==> src/rtl/hs65_gs_cell_bank.sv <==
// rtl/hs65_gs_cell_bank.sv - HS65 GS AND3ABC / AO222 / AOI13 cells with registered copies and toggle counters
module hs65_gs_cell_bank #(
    parameter int CNT_W = 8
) (
    input  logic             clk,
    input  logic             rst,
    input  logic             cnt_clr,
    input  logic             and3_a,
    input  logic             and3_b,
    input  logic             and3_c,
    output logic             and3_z,
    output logic             and3_zq,
    output logic [CNT_W-1:0] and3_tog,
    input  logic             ao222_a,
    input  logic             ao222_b,
    input  logic             ao222_c,
    input  logic             ao222_d,
    input  logic             ao222_e,
    input  logic             ao222_f,
    output logic             ao222_z,
    output logic             ao222_zq,
    output logic [CNT_W-1:0] ao222_tog,
    input  logic             aoi13_a,
    input  logic             aoi13_b,
    input  logic             aoi13_c,
    input  logic             aoi13_d,
    output logic             aoi13_z,
    output logic             aoi13_zq,
    output logic [CNT_W-1:0] aoi13_tog
);

    localparam logic [CNT_W-1:0] CNT_MAX = '1;

    logic [2:0]       z_vec;
    logic [2:0]       zq_vec;
    logic [CNT_W-1:0] tog_q [3];

    assign and3_z  = ~and3_a & ~and3_b & ~and3_c;
    assign ao222_z = (ao222_a & ao222_b) | (ao222_c & ao222_d) | (ao222_e & ao222_f);
    assign aoi13_z = ~((aoi13_a & aoi13_b & aoi13_c) | aoi13_d);

    assign z_vec = {aoi13_z, ao222_z, and3_z};

    always_ff @(posedge clk) begin
        if (rst) begin
            zq_vec <= '0;
        end else begin
            zq_vec <= z_vec;
        end
    end

    // A toggle is counted on the edge where the register is about to change.
    always_ff @(posedge clk) begin
        for (int i = 0; i < 3; i++) begin
            if (rst || cnt_clr) begin
                tog_q[i] <= '0;
            end else if ((z_vec[i] != zq_vec[i]) && (tog_q[i] != CNT_MAX)) begin
                tog_q[i] <= tog_q[i] + 1'b1;
            end
        end
    end

    assign and3_zq   = zq_vec[0];
    assign ao222_zq  = zq_vec[1];
    assign aoi13_zq  = zq_vec[2];
    assign and3_tog  = tog_q[0];
    assign ao222_tog = tog_q[1];
    assign aoi13_tog = tog_q[2];

endmodule

==> config.mk <==
export PLATFORM = sky130hd
export DESIGN_NAME = hs65_gs_cell_bank
export DESIGN_NICKNAME = d
export VERILOG_FILES = /design/src/rtl/hs65_gs_cell_bank.sv
export SDC_FILE = /design/constraint.sdc
export NUM_CORES = 1
export LEC_CHECK = 0
export CORE_MARGIN = 2
export CORE_UTILIZATION = 25
export CTS_CLUSTER_DIAMETER = 40
export DETAILED_ROUTE_END_ITERATION = 16
export GPL_ROUTABILITY_DRIVEN = 0
export PLACE_DENSITY = 0.46
export SYNTH_ARGS = -nofsm -noshare
export SYNTH_HDL_FRONTEND = slang
export SYNTH_SLANG_ARGS = --single-unit
==> constraint.sdc <==
create_clock -name clk -period 6.1 [get_ports clk]
set_clock_uncertainty 0.1 [all_clocks]
set_input_delay 0.915 -clock clk [delete_from_list [all_inputs] [get_ports clk]]
set_output_delay 0.915 -clock clk [all_outputs]
set_load 0.005 [all_outputs]
==> results.yml, run 1 <==
critical_path:
  crit_path_start: "ao222_a"
  reg2reg_depth: 5
  r2r_slack_ps: 3690
  cp_common_cell: "clkdlybuf4s50_1"
  crit_fanout: 3
  critPathMaxStageDelay_ps: 590
  worstSetupStartpointType: "input pin"
  end_kind: "output port"
  worstPathRequired_ps: 5080
  crit_slowest_cell: "a222oi_1"
  critical_path_class: "in2out"
  rr_startpoint: "tog_q[0][0]"
  path_cells: "clkdlybuf4s50_1, a222oi_1, inv_1, clkdlybuf4s50_1"
  arrival_ps: 2460
cells_and_area:
  mostFrequentLayoutCells: "clkdlybuf4s50_1 (45), edfxtp_1 (24), nand3_1 (12)"
  layout.nets: 194
  final_cells: 246
  drive_above_1_share_pct: 3.45
  final_common_cell: "clkdlybuf4s50_1"
  fillerInstances: 549
  syn_to_final_growth_pct: 42.4
  fin_area_mm2: 0.00198
  num_antenna_cells: 0
grt:
  antenna_found_initial: 0
  grt.busiest_layer: "met2"
  grt_pass1_vias: 1192
  grt_use_met1_pct: 15.5
  grt_max_degree: 15
  grt_pass1_wl_um: 5790
  track_usage_pct: 11.8
  met2_usage_pct: 19.2
  grt-ovfl-total: 0
  use_met3_pct: 2.76
clock_tree:
  clockRootBuffer: "clkbuf_8"
  cts_resized: 0
  numClockSinks: 27
  clk_pin_slew_worst_paths_ps: 100
  clk_latency_ps: 270
  htreeDepth: 1
  clock_tree.buffer_depth: 2
  numCtsBuffers: 3
  cts_setup_buffers: 0
  cts_tree: "done"
  ctsHoldBuffers: 0
sta:
  slew_headroom_pct: 20.1
  fin_crit_sh_pct: 57.0
  rsz0062_at_grt: "no"
  setup_tns_ps: 0
  final_max_slew_viol_count: 0
  finalSetupViolations: 0
  clock.fmax_ghz: 0.287
  finalHoldViolCount: 0
  tightestPinTransition_ps: 1190
  fin_crit_ps: 3480
place:
  port_buffers: 45
  dp_cells: 242
  hpwl_um: 2640
  dpl_cell_area_mm2: 0.00194
floorplanning:
  ios: 46
  core_area_mm2: 0.00544
  placementRows: 27
  fp.dieH_um: 78.6
  initial_core_util_pct: 25.6
  die_w_um: 78.6
  dieArea_mm2: 0.00618
run_status:
  status: "finished clean"
synth:
  synthCells: 125
  synthesis.area_mm2: 0.00139
  ys_ff_latch: 27
  syn_nets: 144
  ys_types: 24
  yosys.area.top_type: "edfxtp_1"
  ys_warn_count: 0
  yosysTopAreaCellShare_pct: 51.8
  synth_area_leaders: "edfxtp_1 (52%), dfxtp_1 (4.3%), nand3_1 (4.3%)"
  syn_area_per_cell_um2: 11.1
  seq_area_frac_synth_pct: 56.1
power_and_ir_drop:
  ir_drop_mv: 0.0809
  p_leak_nw: 0.605
  power_mw: 0.403
  cellPowerDensity_mw_per_mm2: 203
drt:
  drcViolationCount: 0
  post_drt_wl_per_cell_um: 14.9
  drt_iter0_drc: 96
  dr.pass1.iters: 4
  avgViaCountPerCell: 4.97
  routed_wl_um: 3660
  postRouteAntennaNets: 0
  vias: 1222
hold_path:
  min_path_cells: 1
  hp-start: "tog_q[0][0]"
  min_path_type: "reg2reg"
job:
  maxCapViolations: 0
[per-stage QoR]
stage          hold slack, ps  setup slack, ps  utilization (%)
3_5_place_dp              530             2590             35.6
3_3_place_gp              518             2670             35.6
6_report                  537             2620             36.4
2_1_floorplan             521             3460                -
4_1_cts                   546             2600             36.4
5_1_grt                   584             2560             36.4
[cells by family after synthesis]
kind of cell / Yosys count / synth area share (%)
AOI/OAI and AO/OA: 25 / 11.3
xor gates and xnor gates: 12 / 8.09
adders and majority gates: 3 / 2.70
buffers and inverters: 4 / 1.08
DFF: 27 / 56.1
and+or+nand+nor: 54 / 20.7
[power by group]
| part | switching, mW | internal [mW] |
|---|---|---|
| sequential | 0.0153 | 0.215 |
| combinational | 0.0285 | 0.0391 |
| clock | 0.0586 | 0.0469 |
| total | 0.102 | 0.301 |
[sequential cells by signal, summed over array words and instances, names as in the netlist]
name and cells:
tog_q 24, zq_vec 3
[final cells by class]
class | count | area [µm²] | area share [%]
Clock buffer | 4 | 45.0 | 2.27
Inverter | 3 | 11.3 | 0.569
Multi-Input combinational cell | 94 | 596 | 30.1
Sequential cell | 27 | 781 | 39.4
Tap cell | 72 | 90.1 | 4.55
Timing Repair Buffer | 46 | 458 | 23.1
[worst paths after layout]
path                       to
setup / recovery      ao222_z
hold / removal    tog_q[0][0]
setup reg to reg  tog_q[0][5]
hold reg to reg   tog_q[0][0]
[synthesized netlist by cell type]
master	instances
nor4_1	6
nor3b_1	2
a211oi_1	6
xnor2_1	5
a2111oi_0	3
or2_2	1
nor2b_1	1
xor2_1	6
clkbuf_1	1
ha_1	3
a222oi_1	1
o21ai_0	11
o21ai_1	3
nor2_1	4
nand2_1	6
or3_1	9
nor3_1	10
xor2_2	1
edfxtp_1	24
nand4_1	3
nand3_1	12
inv_1	3
a31oi_1	1
dfxtp_1	3
[layer usage]
metal  up-vias  share of wire (%)
met3         2                6.5
met4         0               0.52
met5         -                  0
met2        44                 47
li1        595                  -
met1       581                 46
[worst max-delay path: cells and delay by family]
kind            cells  cell delay (ps)
compound gates      1              590
buf+inv             3              960
Note: power is estimated with default switching activity, not from simulation.
==> inputs of run 2 (changes only) <==
==> constraint.sdc (replaced) <==
create_clock -name clk -period 3.3 [get_ports clk]
set_clock_uncertainty 0.1 [all_clocks]
set_input_delay 0.495 -clock clk [delete_from_list [all_inputs] [get_ports clk]]
set_output_delay 0.495 -clock clk [all_outputs]
set_load 0.005 [all_outputs]
==> run 2 against run 1 <==
Net effect: worst hold slack better by 1.9 ps; register-to-register slack got worse by 2800 ps; power grew 85%; utilization grew 0.62 points; cell count up 1.6%; global-route usage about the same; critical endpoint unchanged; clock power grew 80%; wire length down 4.1%; die area stayed put; count of clock-buffer cells in the layout fell by 1.
==> results.yml, run 2 (synthesis gave the netlist of run 1 again) <==
cells_and_area:
  layout.nets: 198
  fillerInstances: 559
  mostFrequentLayoutCells: "clkdlybuf4s50_1 (45), edfxtp_1 (24), nand3_1 (12)"
  largest_reg_flops: 24
  fin_area_mm2: 0.00201
  num_antenna_cells: 0
  final_cells: 250
  final_common_cell: "clkdlybuf4s50_1"
  multiInputGateArea_um2: 596
  seqCellArea_um2: 781
  reg.largest.list: "tog_q: 24 flops, zq_vec: 3 flops"
  regMostFlops: "tog_q"
  drive_above_1_share_pct: 6.18
  syn_to_final_growth_pct: 44.8
floorplanning:
  ios: 46
  fp.dieH_um: 78.6
  die_w_um: 78.6
  core_area_mm2: 0.00544
  placementRows: 27
  initial_core_util_pct: 25.6
  dieArea_mm2: 0.00618
place:
  dp_cells: 246
  dpl_cell_area_mm2: 0.00197
  hpwl_um: 2670
  port_buffers: 45
  detailedPlace.worstSlack_ps: 517
clock_tree:
  cts_resized: 0
  cts_tree: "done"
  numCtsBuffers: 3
  htreeDepth: 1
  clock_tree.buffer_depth: 2
  clockRootBuffer: "clkbuf_8"
  cts_setup_buffers: 0
  clk_latency_ps: 270
  clk_pin_slew_worst_paths_ps: 90
  ctsHoldBuffers: 0
  numClockSinks: 27
power_and_ir_drop:
  ir_drop_mv: 0.156
  pwr-share-seq_pct: 57.1
  power_mw: 0.746
  intPower_mw: 0.561
  clock_power_share_pct: 25.4
  cellPowerDensity_mw_per_mm2: 371
  combPwrFrac_pct: 17.5
  power.switching_mw: 0.185
  p_leak_nw: 0.622
  p_sw_share_pct: 24.8
drt:
  vias: 1210
  avgViaCountPerCell: 4.84
  drcViolationCount: 0
  routed_wl_um: 3510
  drt_iter0_drc: 54
  postRouteAntennaNets: 0
  dr.pass1.iters: 4
  post_drt_wl_per_cell_um: 14.0
grt:
  grt_pass1_vias: 1152
  grt-ovfl-total: 0
  grt_max_degree: 17
  antenna_found_initial: 0
  grt_pass1_wl_um: 5780
  track_usage_pct: 11.8
sta:
  fin_ws_ps: 664
  finalSetupViolations: 0
  finalHoldViolCount: 0
  final_max_slew_viol_count: 0
  setup_tns_ps: 0
  slew_headroom_pct: 25.6
  clock.fmax_ghz: 0.379
  tightestPinTransition_ps: 1100
  fin_crit_sh_pct: 79.9
  rsz0062_at_grt: "no"
  fin_crit_ps: 2640
hold_path:
  min_path_type: "reg2reg"
  min_path_cells: 1
critical_path:
  arrival_ps: 2040
  worstSetupStartpointType: "input pin"
  reg2reg_depth: 5
  crit_fanout: 3
  worstPathRequired_ps: 2700
  end_kind: "output port"
  critical_path_class: "in2out"
run_status:
  status: "finished clean"
job:
  maxCapViolations: 0
==> run 2: cell count changes in the layout (fill, tap and decap cells not counted) <==
cell / before / now
clkinvlp_4: 0 / 1
clkbuf_1: 1 / 0
buf_4: 1 / 5
==> run 2: final timing paths <==
| path | to | start | slack [ps] |
|---|---|---|---|
| worst max-delay path | ao222_z | ao222_a | 660 |
| worst min-delay path | tog_q[0][0] | tog_q[0][0] | 540 |
| worst max register to register | tog_q[0][1] | tog_q[0][0] | 920 |
| worst min register to register | tog_q[0][0] | tog_q[0][0] | 540 |
==> run 2: stage by stage <==
step | util (%) | hold WS [ps]
floorplan | - | 467
global placement | 36.1 | 517
detailed placement | 36.1 | 525
finish | 37.0 | 539
CTS | 37.0 | 538
global route | 37.0 | 573
==> run 2: final cells by class <==
| class | instances | area share [%] |
|---|---|---|
| multi-input cells | 94 | 29.6 |
| clock inverters | 1 | 0.373 |
| flip-flops and latches | 27 | 38.8 |
| well taps | 72 | 4.47 |
| inverters | 3 | 0.559 |
| clock buffers | 3 | 2.05 |
| repair buffers | 50 | 24.2 |
==> run 2: critical path: stages <==
cell,delay (ps)
clkdlybuf4s50_1,400
a222oi_1,600
inv_1,80
clkdlybuf4s50_1,470
==> run 2: metal layers <==
metal  wire length [µm]  up-vias  track usage (%)
met5                  0        -                0
met4                 31        0             4.21
met3                201        2             2.53
met2               1540       42             18.0
met1               1730      565             16.5
li1                   -      601                -
==> run 2: power by group through the flow <==
stage / clock [mW] / sequential [mW] / combinational [mW]
after floorplan: 0 / 0.429 / 0.0425
final: 0.189 / 0.426 / 0.131
after global routing: 0.206 / 0.431 / 0.143
after detailed placement: 0 / 0.434 / 0.131
after global placement: 0 / 0.433 / 0.130
after CTS: 0.199 / 0.427 / 0.132
